$ cat config.mk
export PLATFORM = sky130hd
export DESIGN_NAME = fifo_wr_arbiter
export DESIGN_NICKNAME = d
export VERILOG_FILES = /design/src/rtl/fifo_pkg.sv /design/src/rtl/fifo_rr_pick.sv /design/src/rtl/fifo_wr_arbiter.sv
export SDC_FILE = /design/constraint.sdc
export NUM_CORES = 1
export LEC_CHECK = 0
export CAP_MARGIN = 25
export CORE_MARGIN = 2
export CORE_UTILIZATION = 35
export DETAILED_ROUTE_END_ITERATION = 10
export HOLD_SLACK_MARGIN = 0.02
export PLACE_DENSITY = 0.68
export SYNTH_ARGS = -nofsm -noshare
export SYNTH_HDL_FRONTEND = slang
export SYNTH_SLANG_ARGS = --single-unit
export TNS_END_PERCENT = 50
$ cat constraint.sdc
create_clock -name WCLK_I -period 4.6 [get_ports WCLK_I]
set_input_delay 0.92 -clock WCLK_I [delete_from_list [all_inputs] [get_ports WCLK_I]]
set_output_delay 0.92 -clock WCLK_I [all_outputs]
set_load 0.05 [all_outputs]
$ cat src/rtl/fifo_pkg.sv
// Shared types and default sizing for the asynchronous FIFO and its
// write-side arbitration logic.
package fifo_pkg;

    typedef enum logic [0:0] {
        IDLE = 1'b0,
        XFER = 1'b1
    } arb_state_t;

    localparam int FIFO_DATASIZE = 8;
    localparam int ARB_NREQ      = 4;
    localparam int ARB_BURST     = 4;

endpackage

$ cat src/rtl/fifo_rr_pick.sv
// Combinational round-robin picker: returns the first set request found
// by searching from ptr upward, wrapping modulo NREQ.
module fifo_rr_pick
    import fifo_pkg::*;
#(
    parameter int NREQ = ARB_NREQ,
    parameter int PW   = (NREQ > 1) ? $clog2(NREQ) : 1
) (
    input  logic [NREQ-1:0] req,
    input  logic [PW-1:0]   ptr,
    output logic [NREQ-1:0] gnt,
    output logic            found
);

    localparam int SW = PW + 1;

    logic [SW-1:0] idx;

    // The one-bit-wider sum keeps the wrap correct when NREQ is not a power of two.
    always_comb begin
        gnt   = '0;
        found = 1'b0;
        idx   = '0;
        for (int k = 0; k < NREQ; k++) begin
            idx = {1'b0, ptr} + SW'(k);
            if (idx >= SW'(NREQ)) begin
                idx = idx - SW'(NREQ);
            end
            if (!found && req[idx[PW-1:0]]) begin
                gnt[idx[PW-1:0]] = 1'b1;
                found            = 1'b1;
            end
        end
    end

endmodule

$ cat src/rtl/fifo_wr_arbiter.sv
// Round-robin arbiter sharing the FIFO write port between NREQ producers,
// granting bounded bursts and gating writes combinationally on WFULL.
module fifo_wr_arbiter
    import fifo_pkg::*;
#(
    parameter int DATASIZE = FIFO_DATASIZE,
    parameter int NREQ     = ARB_NREQ,
    parameter int BURST    = ARB_BURST
) (
    input  logic                     WCLK_I,
    input  logic                     WRST_N_I,
    input  logic [NREQ-1:0]          REQ_VALID_I,
    input  logic [NREQ*DATASIZE-1:0] REQ_DATA_I,
    output logic [NREQ-1:0]          REQ_READY_O,
    input  logic                     FIFO_WFULL_I,
    output logic                     FIFO_WINC_O,
    output logic [DATASIZE-1:0]      FIFO_WDATA_O,
    output logic [NREQ-1:0]          GRANT_O,
    output logic                     BUSY_O
);

    localparam int PW = $clog2(NREQ);
    localparam int CW = $clog2(BURST + 1);

    localparam logic [0:0]    ST_IDLE  = IDLE;
    localparam logic [0:0]    ST_XFER  = XFER;
    localparam logic [CW-1:0] CNT_LAST = CW'(BURST - 1);
    localparam logic [PW-1:0] PTR_LAST = PW'(NREQ - 1);

    logic [0:0]          state_q, state_d;
    logic [NREQ-1:0]     grant_q, grant_d;
    logic [PW-1:0]       ptr_q, ptr_d;
    logic [CW-1:0]       cnt_q, cnt_d;

    logic [NREQ-1:0]     pick_gnt;
    logic                pick_found;
    logic                xfer;
    logic                own_valid;
    logic                do_write;
    logic [PW-1:0]       owner_idx;
    logic [DATASIZE-1:0] own_data;
    logic [DATASIZE-1:0] slice_masked [NREQ];

    fifo_rr_pick #(
        .NREQ (NREQ),
        .PW   (PW)
    ) u_pick (
        .req   (REQ_VALID_I),
        .ptr   (ptr_q),
        .gnt   (pick_gnt),
        .found (pick_found)
    );

    assign xfer      = (state_q == ST_XFER);
    assign own_valid = |(REQ_VALID_I & grant_q);
    assign do_write  = xfer && own_valid && !FIFO_WFULL_I;

    always_comb begin
        owner_idx = '0;
        for (int i = 0; i < NREQ; i++) begin
            if (grant_q[i]) begin
                owner_idx = PW'(i);
            end
        end
    end

    // AND-OR data mux; the one-hot grant makes at most one slice non-zero.
    generate
        for (genvar gi = 0; gi < NREQ; gi++) begin : g_slice
            assign slice_masked[gi] = grant_q[gi] ? REQ_DATA_I[gi*DATASIZE +: DATASIZE]
                                                  : '0;
        end
    endgenerate

    always_comb begin
        own_data = '0;
        for (int i = 0; i < NREQ; i++) begin
            own_data = own_data | slice_masked[i];
        end
    end

    always_comb begin
        state_d = state_q;
        grant_d = grant_q;
        ptr_d   = ptr_q;
        cnt_d   = cnt_q;
        case (state_q)
            ST_IDLE: begin
                if (pick_found) begin
                    state_d = ST_XFER;
                    grant_d = pick_gnt;
                    cnt_d   = '0;
                end
            end
            ST_XFER: begin
                // A dropped valid releases even while the FIFO is full.
                if (!own_valid || (do_write && (cnt_q == CNT_LAST))) begin
                    state_d = ST_IDLE;
                    grant_d = '0;
                    cnt_d   = '0;
                    ptr_d   = (owner_idx == PTR_LAST) ? '0 : owner_idx + PW'(1);
                end else if (do_write) begin
                    cnt_d = cnt_q + CW'(1);
                end
            end
            default: begin
                state_d = ST_IDLE;
                grant_d = '0;
                cnt_d   = '0;
            end
        endcase
    end

    always_ff @(posedge WCLK_I or negedge WRST_N_I) begin
        if (!WRST_N_I) begin
            state_q <= ST_IDLE;
            grant_q <= '0;
            ptr_q   <= '0;
            cnt_q   <= '0;
        end else begin
            state_q <= state_d;
            grant_q <= grant_d;
            ptr_q   <= ptr_d;
            cnt_q   <= cnt_d;
        end
    end

    assign REQ_READY_O  = (xfer && !FIFO_WFULL_I) ? grant_q : '0;
    assign FIFO_WINC_O  = do_write;
    assign FIFO_WDATA_O = xfer ? own_data : '0;
    assign GRANT_O      = grant_q;
    assign BUSY_O       = xfer;

endmodule

# ---- After elaboration in Yosys (flattened, before gate mapping)
# Cells that the tools add are included.
dict set report word_totals {
  regBits 10
  input_bits 39
  out_inout_bits 18
  word_cells 107
}
dict set report classes {
  n_addsub 9
  magnitude_cmp 12
  n_eq_ne 5
  mux 48
  bitwise_logic 8
  reduce_logical 21
}
# op n
set ops {}
lappend ops {{8-bit two-way mux} 5}
lappend ops {{4-bit two-way mux} 7}
lappend ops {{8-bit bitwise OR} 3}
lappend ops {{1-bit two-way mux} 15}
lappend ops {{2-bit two-way mux} 7}
lappend ops {{2-bit by 3-bit < comparator with 1-bit output (second input constant)} 4}
lappend ops {{4-bit bitwise OR} 3}
lappend ops {{1-bit logical AND} 11}
lappend ops {{3-bit >= comparator (second input constant)} 3}
lappend ops {{3-bit two-way mux} 3}
lappend ops {{1-bit binary-select mux with 2-bit select} 4}
lappend ops {{1-bit demux with 2-bit select} 4}
lappend ops {{2-bit by 1-bit >= comparator with 1-bit output (second input constant)} 4}
lappend ops {{4-bit case mux with 2 select lines} 1}
lappend ops {{2-bit by 1-bit subtractor with 2-bit output (second input constant)} 4}
lappend ops {{2-bit by 2-bit adder with 3-bit output (second input constant)} 2}
lappend ops {{3-bit case mux with 2 select lines} 1}
lappend ops {{2-bit AND reduction} 3}
lappend ops {{1-bit logical NOT} 5}
lappend ops {{4-bit AND} 1}
lappend ops {{4-bit OR reduction} 1}
lappend ops {{2-bit by 1-bit adder with 3-bit output (second input constant)} 1}
lappend ops {{3-bit by 1-bit adder with 3-bit output (second input constant)} 1}
lappend ops {{3-bit by 2-bit == test with 1-bit output (second input constant)} 1}
lappend ops {{other kinds (9)} 9}

# ---- Longest topological paths before layout
dict set report logic_depth {
  ltp_word 16
  mapped_depth 7
  ltp_nobuf 6
}

# ---- Cells and area by module
# A second synthesis with hierarchy kept.
dict set report hier_totals {
  hier_cells 150
  hier_area_um2 1292.5
}
# mod n_inst cells_per_inst area_per_inst_um2
set modules_own_cells {}
lappend modules_own_cells {fifo_wr_arbiter 1 88 784.5}
lappend modules_own_cells {fifo_rr_pick 1 62 508.0}

# ---- Worst setup path before layout
# OpenSTA, ideal clock, no wires.
dict set report synth_path {
  path_kind {flip-flop to output port}
  start {register state_q, in the netlist BUSY_O}
  end {output port FIFO_WDATA_O[0]}
  t_arrival_ns 2.348
  slack_ns 1.332
  path_stages_with_launch 4
  n_path_buf 2
  path_cell_list {dfrtp_1 clkbuf_1 clkbuf_1 a21boi_0}
}
dict set report synth_between {
  elab_chain_len 1
}
# item line_no
set synth_lines {}
lappend synth_lines {{start, declared} fifo_wr_arbiter.sv:30} ;# logic [0:0] state_q, state_d;
lappend synth_lines {{start signal, assigned} fifo_wr_arbiter.sv:121} ;# state_q <= state_d;
lappend synth_lines {{8-bit two-way mux} fifo_wr_arbiter.sv:130} ;# assign FIFO_WDATA_O = xfer ? own_data : '0;
lappend synth_lines {{end, declared} fifo_wr_arbiter.sv:17} ;# output logic [DATASIZE-1:0] FIFO_WDATA_O,
# Every way passes these cells.

# ---- Worst setup path after layout
dict set report layout_path {
  start {input port REQ_VALID_I[0]}
  end {output port FIFO_WINC_O}
}
dict set report layout_between {
  elab_chain_len 4
}
# item line_no
set layout_lines {}
lappend layout_lines {{start, declared} fifo_wr_arbiter.sv:12} ;# input logic [NREQ-1:0] REQ_VALID_I,
lappend layout_lines {{4-bit AND} fifo_wr_arbiter.sv:55} ;# assign own_valid = |(REQ_VALID_I & grant_q);
lappend layout_lines {{4-bit OR reduction} fifo_wr_arbiter.sv:55}
lappend layout_lines {{1-bit logical AND (2 in series)} fifo_wr_arbiter.sv:56} ;# assign do_write = xfer && own_valid && !FIFO_WFULL_I;
lappend layout_lines {{end, declared} fifo_wr_arbiter.sv:16} ;# output logic FIFO_WINC_O,
# Every way passes these cells.

==> flow_summary_export.csv <==
group,metric,value,unit
run_status,status,"finished clean",
critical_path,cp_num_buf_inv,2,
power_and_ir_drop,peakVddDrop,0.000286,V
critical_path,cpPeakStageDelay,0.70,ns
critical_path,cp-end-kind,"output port",
drt,drt-initial-drc-count,63,
finish,nFillCells,302,
floorplan,die_w,63.4,µm
synth,syn-cell-area,1230,µm²
timing,finClkSkew,0.00274,ns
timing,setup_viol,0,
floorplan,die_area,4020,µm²
timing,hold_viol,0,
global_routing,grt_antenna_before_repair,0,
finish,syn_to_final_growth,48.6,%
synth,syn_nets,198,
critical_path,critPathSlowestCell,"clkdlybuf4s50_1",
finish,final_common_cell,"clkdlybuf4s50_1",
job,maxCapViolCount,0,
drt,viasPerCell,5.64,
synth,synthDistinctLibCells,31,
clock_tree,post_cts_buffers,0,
placed_design,io_buffers,56,
timing,finalCritPeriodShare,84.6,%
power_and_ir_drop,total_power,1370,µW
clock_tree,cts.sinks,10,
clock_tree,post_cts_resized,0,
drt,routedWlPerCell,15.6,µm
clock_tree,cts_tree,"yes",
clock_tree,postCtsHoldBufs,0,
finish,final_layout_size_suffix_gt1_share,5.47,%
power_and_ir_drop,p_per_area,747,nW/µm²
floorplan,core,3360,µm²
placed_design,place_congestion,0.844,
finish,layout.area.seq,250,µm²
power_and_ir_drop,p_leak,0.000758,µW
synth,synthCells,150,
placed_design,dp.final_hpwl,2980,µm
critical_path,cp_max_fo,8,
floorplan,initial_core_util,36.7,%
timing,tightestPinTransition,0.601,ns
drt,firstDrtPassIters,4,
global_routing,grt_overflow_total,0,
global_routing,grt_pass1_wl,6510,µm
finish,diodes,0,
clock_tree,numCtsBuffers,3,
timing,rsz0062_at_grt,"false",
synth,seq_area_frac_synth,20.3,%
global_routing,grt_max_degree,22,
critical_path,path_class,"primary input to output port",
clock_tree,clock_tree.buffer_depth,2,
global_routing,grt_pass1_vias,1408,
critical_path,path_common_cell,"clkdlybuf4s50_1",
timing,fmax,257,MHz
timing,slew_headroom,59.9,%
placed_design,dp_cells,244,
hold_path,min_path_type,"flop to flop",
finish,nets,251,
clock_tree,clk_pin_slew,0.06,ns
finish,multi_input_area,911,µm²
global_routing,grt_usage,20.0,%
clock_tree,insertion_delay,0.25,ns
drt,final_antenna_net_count,0,
floorplan,ios,57,
synth,syn_avg_cell_area,8.23,µm²
finish,final_cells,247,
critical_path,arrival,2.97,ns
timing,drv_slew,0,
drt,routed_wl,3860,µm
critical_path,cp.required,3.68,ns
critical_path,start_kind,"primary input",
floorplan,die_height,63.4,µm
finish,mostFrequentLayoutCells,"clkdlybuf4s50_1 (56), a22oi_1 (18), o22ai_1 (13)",
clock_tree,root_buffer,"clkbuf_4",
synth,ys_ff_latch,10,
timing,post-route-min-period,3.89,ns
drt,vias,1394,
timing,setup_tns,0,ns
critical_path,critical_path.top_delay_family,"buffers and inverters",
floorplan,num_rows,21,
drt,drc,0,
synth,ys_warn_count,0,
clock_tree,htreeDepth,1,
critical_path,cp_cell_sequence,"clkdlybuf4s50_1 > a22oi_1 > and2_1 > nor2_1 > clkdlybuf4s50_1",
[layout make-up]
type                            count  share of cell area [%]
Timing Repair Buffer               56                    30.5
Sequential cell                    10                    13.6
Multi-Input combinational cell    123                    49.6
Inverter                            9                    1.84
Clock buffer                        3                    1.23
Tap cell                           46                    3.14
[path summary, 6_finish.rpt]
kind | depth (start not counted) | end | slack, ns | from
worst max-delay path | 5 | FIFO_WINC_O | 0.71 | REQ_VALID_I[0]
worst min-delay path | 1 | cnt_q[2] | 0.51 | cnt_q[2]
worst max register to register | 6 | GRANT_O[0] | 1.72 | ptr_q[0]
worst min register to register | 1 | cnt_q[2] | 0.51 | cnt_q[2]
max in group asynchronous | 1 | ptr_q[1] | 3.31 | WRST_N_I
min in group asynchronous | 1 | BUSY_O | 0.98 | WRST_N_I
[cell usage after synthesis]
cell type  number  area share (%)
mux2_2          3             2.7
buf_6           1            0.91
a22o_1          3             2.1
nor4_2          1             1.0
mux2i_1         5             4.1
nor2b_1         1            0.51
nor4_1          1            0.51
mux4_2          2             3.6
o21ai_0         4             1.6
inv_1           8             2.4
a211oi_1        4             2.4
o22ai_1        13             6.6
o21ai_1         4             1.6
a22oi_1        18              11
nor2_1          9             2.7
ha_1            9             9.1
nor3_1          2            0.81
a21o_1          1            0.61
and2_1          1            0.51
nor4b_1         1            0.71
and3_1          8             4.1
nand2b_1       10             5.1
nand2_1         6             1.8
a21boi_0        8             4.9
a2111oi_1       3             2.4
clkbuf_1        5             1.5
buf_2           2            0.81
a21oi_1         5             2.0
inv_2           1            0.30
a2111oi_2       1             1.2
dfrtp_1        10              20
[per-stage QoR]
stage | worst slack [ns] | hold slack [ns] | area [µm²] | util, %
after detailed placement | 0.736 | 0.494 | 1810 | 53.9
after floorplan | 1.33 | 0.473 | 1230 | -
after CTS | 0.716 | 0.511 | 1840 | 54.6
after global placement | 0.788 | 0.490 | 1810 | 53.9
after global routing | 0.585 | 0.548 | 1840 | 54.6
final | 0.709 | 0.509 | 1840 | 54.6
[layer usage]
layer | GRT usage, % | part of all wire [%]
met2 | 33.8 | 47
met1 | 24.5 | 44
met5 | 0 | 0
met4 | 5.16 | 0.26
met3 | 6.25 | 9.6
[flip-flops by register name, indices dropped and copies added (netlist names)]
name     flops
ptr_q        2
cnt_q        3
GRANT_O      4
BUSY_O       1
[worst register-to-register path: stages, from the launching register on]
cell	delay, ns
dfrtp_1	0.69
inv_1	0.29
ha_1	0.49
mux2_2	0.41
and3_1	0.19
a2111oi_1	0.51
o22ai_1	0.15
[kinds of logic (layout without fill, tap and decap cells)]
kind of cell               count (synthesis)  count (layout)  share of synthesized area (%)
adders and majority gates                  9               9                           9.12
and+or+nand+nor                           40              40                           17.7
muxes                                     10              10                           10.4
AOI/OAI and AO/OA                         64              64                           36.5
DFF                                       10              10                           20.3
buffers and inverters                     17              68                           5.98
[power breakdown]
part | internal (µW) | switching [µW]
logic | 427 | 628
clock network | 30.0 | 25.4
registers | 128 | 133
Note: power is estimated with default switching activity, not from simulation.
